--- src/rtl/multi_glitch_filter_pkg.sv ---
// Shared constants and width helpers for the multi-channel glitch filter.
`default_nettype none

package filter_pkg;

  localparam int DEFAULT_STABLE_CNT = 3;

  function automatic int clog2(input int value);
    int r;
    int v;
    r = 0;
    v = value - 1;
    while (v > 0) begin
      r = r + 1;
      v = v >> 1;
    end
    return r;
  endfunction

  // The counter must be able to hold the value STABLE_CNT-1.
  function automatic int cnt_width(input int stable_cnt);
    int w;
    w = clog2(stable_cnt + 1);
    return (w < 1) ? 1 : w;
  endfunction

endpackage : filter_pkg

`default_nettype wire

--- src/rtl/multi_glitch_filter_if.sv ---
// Data-side bundle of the glitch filter: enable, raw inputs and filtered status.
`default_nettype none

interface multi_glitch_filter_if #(
  parameter int CH = 4
);

  logic          p_en;
  logic [CH-1:0] sig_in;
  logic [CH-1:0] sig_out;
  logic [CH-1:0] busy;
  logic [CH-1:0] rise;
  logic [CH-1:0] fall;

  modport master (
    output p_en,
    output sig_in,
    input  sig_out,
    input  busy,
    input  rise,
    input  fall
  );

  modport slave (
    input  p_en,
    input  sig_in,
    output sig_out,
    output busy,
    output rise,
    output fall
  );

endinterface : multi_glitch_filter_if

`default_nettype wire

--- src/rtl/multi_glitch_filter_chan.sv ---
// One filter channel: sample register, stability counter, output and status.
// Edge pulses are built only when FILTER_EDGE_EN is defined.
`default_nettype none

module filter_chan
  import filter_pkg::*;
#(
  parameter int   STABLE_CNT = DEFAULT_STABLE_CNT,
  parameter logic INIT_BIT   = 1'b0
) (
  input  wire  clk_i,
  input  wire  rst_i,
  input  wire  en_i,
  input  wire  sig_i,
  output logic sig_o,
  output logic busy_o,
  output logic rise_o,
  output logic fall_o
);

  localparam int            CW     = cnt_width(STABLE_CNT);
  localparam logic [CW-1:0] C_LAST = CW'(STABLE_CNT - 1);

  logic          s_q;
  logic          out_q, out_d;
  logic [CW-1:0] cnt_q, cnt_d;
  logic          busy_q, busy_d;

  always_comb begin
    cnt_d = '0;
    out_d = out_q;
    if (en_i && (s_q != out_q)) begin
      if (cnt_q == C_LAST) begin
        out_d = s_q;
      end else begin
        cnt_d = cnt_q + 1'b1;
      end
    end
    busy_d = (cnt_d != '0);
  end

  always_ff @(posedge clk_i) begin
    if (rst_i) begin
      s_q    <= INIT_BIT;
      out_q  <= INIT_BIT;
      cnt_q  <= '0;
      busy_q <= 1'b0;
    end else begin
      s_q    <= sig_i;
      out_q  <= out_d;
      cnt_q  <= cnt_d;
      busy_q <= busy_d;
    end
  end

  assign sig_o  = out_q;
  assign busy_o = busy_q;

`ifdef FILTER_EDGE_EN
  logic rise_q, fall_q;

  // Pulses line up with the first cycle the output shows its new level.
  always_ff @(posedge clk_i) begin
    if (rst_i) begin
      rise_q <= 1'b0;
      fall_q <= 1'b0;
    end else begin
      rise_q <= out_d & ~out_q;
      fall_q <= ~out_d & out_q;
    end
  end

  assign rise_o = rise_q;
  assign fall_o = fall_q;
`else
  assign rise_o = 1'b0;
  assign fall_o = 1'b0;
`endif

endmodule : filter_chan

`default_nettype wire

--- src/rtl/multi_glitch_filter.sv ---
// Multi-channel glitch filter top: CH independent filter_chan instances.
// Optional edge pulses controlled by the FILTER_EDGE_EN macro.
`default_nettype none

module multi_glitch_filter
  import filter_pkg::*;
#(
  parameter int          CH         = 4,
  parameter int          STABLE_CNT = DEFAULT_STABLE_CNT,
  parameter logic [CH-1:0] INIT     = {CH{1'b0}}
) (
  input wire                   p_clk_in,
  input wire                   p_rst,
  multi_glitch_filter_if.slave bus
);

  for (genvar i = 0; i < CH; i++) begin : g_chan
    filter_chan #(
      .STABLE_CNT (STABLE_CNT),
      .INIT_BIT   (INIT[i])
    ) u_chan (
      .clk_i  (p_clk_in),
      .rst_i  (p_rst),
      .en_i   (bus.p_en),
      .sig_i  (bus.sig_in[i]),
      .sig_o  (bus.sig_out[i]),
      .busy_o (bus.busy[i]),
      .rise_o (bus.rise[i]),
      .fall_o (bus.fall[i])
    );
  end

endmodule : multi_glitch_filter

`default_nettype wire
--- src/flat_wrapper.sv ---
// flat-port wrapper written by rule: the top's interface ports become plain ports
module multi_glitch_filter_flat import filter_pkg::*;
#(
  parameter int          CH         = 4,
  parameter int          STABLE_CNT = DEFAULT_STABLE_CNT,
  parameter logic [CH-1:0] INIT     = {CH{1'b0}}
)
  (p_clk_in, p_rst, bus_p_en, bus_sig_in, bus_sig_out, bus_busy, bus_rise, bus_fall);
  multi_glitch_filter_if #(.CH(CH)) bus_i ();
  input wire p_clk_in;
  input wire p_rst;
  input wire logic [$bits(bus_i.p_en)-1:0] bus_p_en;
  input wire logic [$bits(bus_i.sig_in)-1:0] bus_sig_in;
  output wire logic [$bits(bus_i.sig_out)-1:0] bus_sig_out;
  output wire logic [$bits(bus_i.busy)-1:0] bus_busy;
  output wire logic [$bits(bus_i.rise)-1:0] bus_rise;
  output wire logic [$bits(bus_i.fall)-1:0] bus_fall;
  assign bus_i.p_en = bus_p_en;
  assign bus_i.sig_in = bus_sig_in;
  assign bus_sig_out = bus_i.sig_out;
  assign bus_busy = bus_i.busy;
  assign bus_rise = bus_i.rise;
  assign bus_fall = bus_i.fall;
  multi_glitch_filter #(.CH(CH), .STABLE_CNT(STABLE_CNT), .INIT(INIT)) u_core (.p_clk_in(p_clk_in), .p_rst(p_rst), .bus(bus_i));
endmodule
--- config.mk ---
export PLATFORM = sky130hd
export DESIGN_NAME = multi_glitch_filter_flat
export DESIGN_NICKNAME = d
export VERILOG_FILES = /design/src/rtl/multi_glitch_filter_pkg.sv /design/src/rtl/multi_glitch_filter_if.sv /design/src/rtl/multi_glitch_filter_chan.sv /design/src/rtl/multi_glitch_filter.sv /design/src/flat_wrapper.sv
export SDC_FILE = /design/constraint.sdc
export NUM_CORES = 1
export LEC_CHECK = 0
export CAP_MARGIN = 20
export CORE_ASPECT_RATIO = 1.25
export CORE_MARGIN = 2
export CORE_UTILIZATION = 46
export CTS_CLUSTER_DIAMETER = 50
export CTS_CLUSTER_SIZE = 25
export DETAILED_ROUTE_END_ITERATION = 10
export PLACE_DENSITY = 0.77
export SLEW_MARGIN = 15
export SYNTH_ARGS = -nofsm -noshare
export SYNTH_HDL_FRONTEND = slang
export SYNTH_SLANG_ARGS = --single-unit
--- constraint.sdc ---
create_clock -name p_clk_in -period 1.1 [get_ports p_clk_in]
set_input_delay 0.22 -clock p_clk_in [delete_from_list [all_inputs] [get_ports p_clk_in]]
set_output_delay 0.22 -clock p_clk_in [all_outputs]
set_load 0.1 [all_outputs]
==> metrics.md <==
| Metric | Value |
|---|---|
| Crit-path cells | buf_12 |
| Most frequent cells in the layout | dfxtp_1 (12), nand2b_1 (8), conb_1 (8), buf_12 (8), buf_4 (8) |
| Crit path kind | reg -> out |
| Die Wd | 42.50 um |
| Utilization after layout | 0.6343 |
| Gr busiest metal | met2 |
| LEAKAGE | 0.4311 nW |
| Final wirelength | 1350 um |
| Num ports | 23 |
| P per Cell Area | 1415 nW/um^2 |
| Via count | 533 |
| First-pass GRT wire length | 2290 um |
| Max-slew violations | 0 |
| Placed cells | 102 |
| Placed cell areas | 1017 sq um |
| Final-report setup violation count | 0 |
| Netlist Area Pre-Place | 852.1 sq um |
| Worst-case reg-to-reg path depth | 3 |
| Largest net degree at the start of global routing | 13 |
| Final clock skew | 9.910 ps |
| H-Tree Depth | 1 |
| Fin crit share | 0.9703 |
| CP Capture Type | primary output |
| Core area | 1765 sq um |
| Std cell rows | 17 |
| Drc violations | 0 |
| Clk_lat worst skew | 300 ps |
| GRT Total Usage | 0.1423 |
| GR met2 Demand/Resource | 0.2462 |
| Seq/Total Area, Yosys | 0.4699 |
| Nets | 99 |
| Max Cap Viol | 0 |
| Setup_tns | 0 ps |
| Worst Path Arrival | 850 ps |
| Root Buffer Master | clkbuf_4 |
| Hold Slack | 459.8 ps |
| Buffers on Ports | 14 |
| Hold Crit Depth | 2 |
| CP max-delay cell | dfxtp_4 |
| Final Critical Period | 1067 ps |
| DR pass1 iterations | 1 |
| Deepest clock path buffer count | 2 |
| Die area | 2215 sq um |
| Per-cell routed wire length | 12.27 um |
| Most common cell after layout, fill and taps aside | dfxtp_1 |
| Total global routing overflow | 0 |
| Crit path depth | 1 |
| Clock Sink Count | 20 |
| Syn-to-layout area delta | 31.42% |
| Grt met1 use | 0.1548 |
| Final Hold Fails | 0 |
| Worst Path Max Fanout | 2 |
| Post-Synthesis Cells | 76 |
| Hold Crit Class | in -> reg |
| Share of post-route cells with drive strength above 1 | 0.3956 |
| Initial antenna violation count | 0 |
| CP startpoint kind | flop |
| Fin cells | 110 |
| Starting Density | 0.4826 |
| Inserted Clock Buffers | 3 |
| GP Congestion | 0.6860 |
| Data required, critical path | 880 ps |
| Grt met3 use | 0.04167 |
| Die Height | 52.12 um |
| Highest clock rate | 936.9 MHz |
| Post-route ant nets | 0 |
| TritonCTS clock tree | done |
| Worst-path clk slew | 120 ps |
| Synth warn | 0 |
| Cell area after layout | 1120 sq um |
| Initial DRC Count | 0 |
| Diode count | 0 |
| HPWL Detailed | 1018 um |
| Syn_area_per_cell | 11.21 sq um |
| RSZ-0062 raised after global routing | true |
| Detail-routed via count per cell | 4.845 |
| CP max stage delay | 380 ps |
| Post-synth cell types | 15 |
| Yosys reg bits | 20 |
| Buf/Inv on CP | 1 |
| Vias in the first global route | 528 |
| Maximum VDD drop | 1434 uV |
| Worst path top cell family by delay | flip-flops |
| Outcome | completed |
| Fillers | 142 |
## where the power goes
group	internal, mW	total [mW]	switching (mW)
registers	0.731	0.744	0.0128
clock network	0.368	0.591	0.223
logic	0.0652	0.249	0.184
## synthesized netlist by cell type, drive strengths merged
| master | count | area share |
|---|---|---|
| dfxtp | 20 | 0.47 |
| buf | 17 | 0.15 |
| nand2b | 9 | 0.069 |
| mux2i | 4 | 0.047 |
| nand3b | 4 | 0.035 |
| nor2b | 4 | 0.029 |
| nor3 | 4 | 0.023 |
| nor4 | 4 | 0.059 |
| nor4b | 4 | 0.063 |
| xnor2 | 4 | 0.041 |
| clkbuf | 1 | 0.0044 |
| conb | 1 | 0.0044 |
## worst paths after layout
kind,slack [ps],to,start
worst max register to register,70,u_core.g_chan[1].u_chan.cnt_q[1]$_SDFF_PP0_,u_core.g_chan[1].u_chan.sig_o$_SDFFE_PP0P_
worst max-delay path,30,bus_sig_out[0],u_core.g_chan[0].u_chan.sig_o$_SDFFE_PP0P_
worst min-delay path,460,u_core.g_chan[1].u_chan.s_q$_SDFF_PP0_,bus_sig_in[1]
worst min register to register,470,u_core.g_chan[3].u_chan.cnt_q[0]$_SDFF_PP0_,u_core.g_chan[3].u_chan.cnt_q[0]$_SDFF_PP0_
## layer usage
| layer | vias to the layer above | wire length (um) |
|---|---|---|
| li1 | 265 | - |
| met1 | 252 | 593 |
| met2 | 16 | 702 |
| met3 | 0 | 54 |
| met4 | 0 | 0 |
| met5 | - | 0 |
## logic make-up (layout without fill, tap and decap cells)
logic type	count (synthesis)	in the layout	share of synthesized area
xor gates and xnor gates	4	4	0.04111
buffers and inverters	18	26	0.1586
DFF	20	20	0.4699
muxes	4	4	0.04699
other	1	8	0.004401
and+or+nand+nor	29	29	0.2790
## through the flow
stage          setup WS, ps  total power, mW
6_report              32.68            1.584
5_1_grt              -11.47            1.650
4_1_cts              0.1761            1.600
3_5_place_dp         -245.9            1.018
3_3_place_gp         -169.3            1.015
2_1_floorplan         250.8           0.9874
## layout make-up
class / count / area (sq um) / area share
Clock inverter: 1 / 30.03 / 0.02682
Clock buffer: 3 / 22.52 / 0.02011
Multi-Input combinational cell: 45 / 342.8 / 0.3061
Timing Repair Buffer: 22 / 280.3 / 0.2503
Tap cell: 19 / 23.77 / 0.02123
Sequential cell: 20 / 420.4 / 0.3754
## flip-flops by register name (all words and copies together) (netlist names)
register,flops
u_core.g_chan.u_chan.sig_o,4
u_core.g_chan.u_chan.busy_o,4
u_core.g_chan.u_chan.s_q,4
u_core.g_chan.u_chan.cnt_q,8
## what timing repair did
action                                  in CTS  in global routing
hold buffers                                 0                  0
resized for setup                            6                  6
buffers inserted                             0                  4
endpoints found under the setup margin       4                  9
No activity file was read; power rests on OpenSTA's default activity.
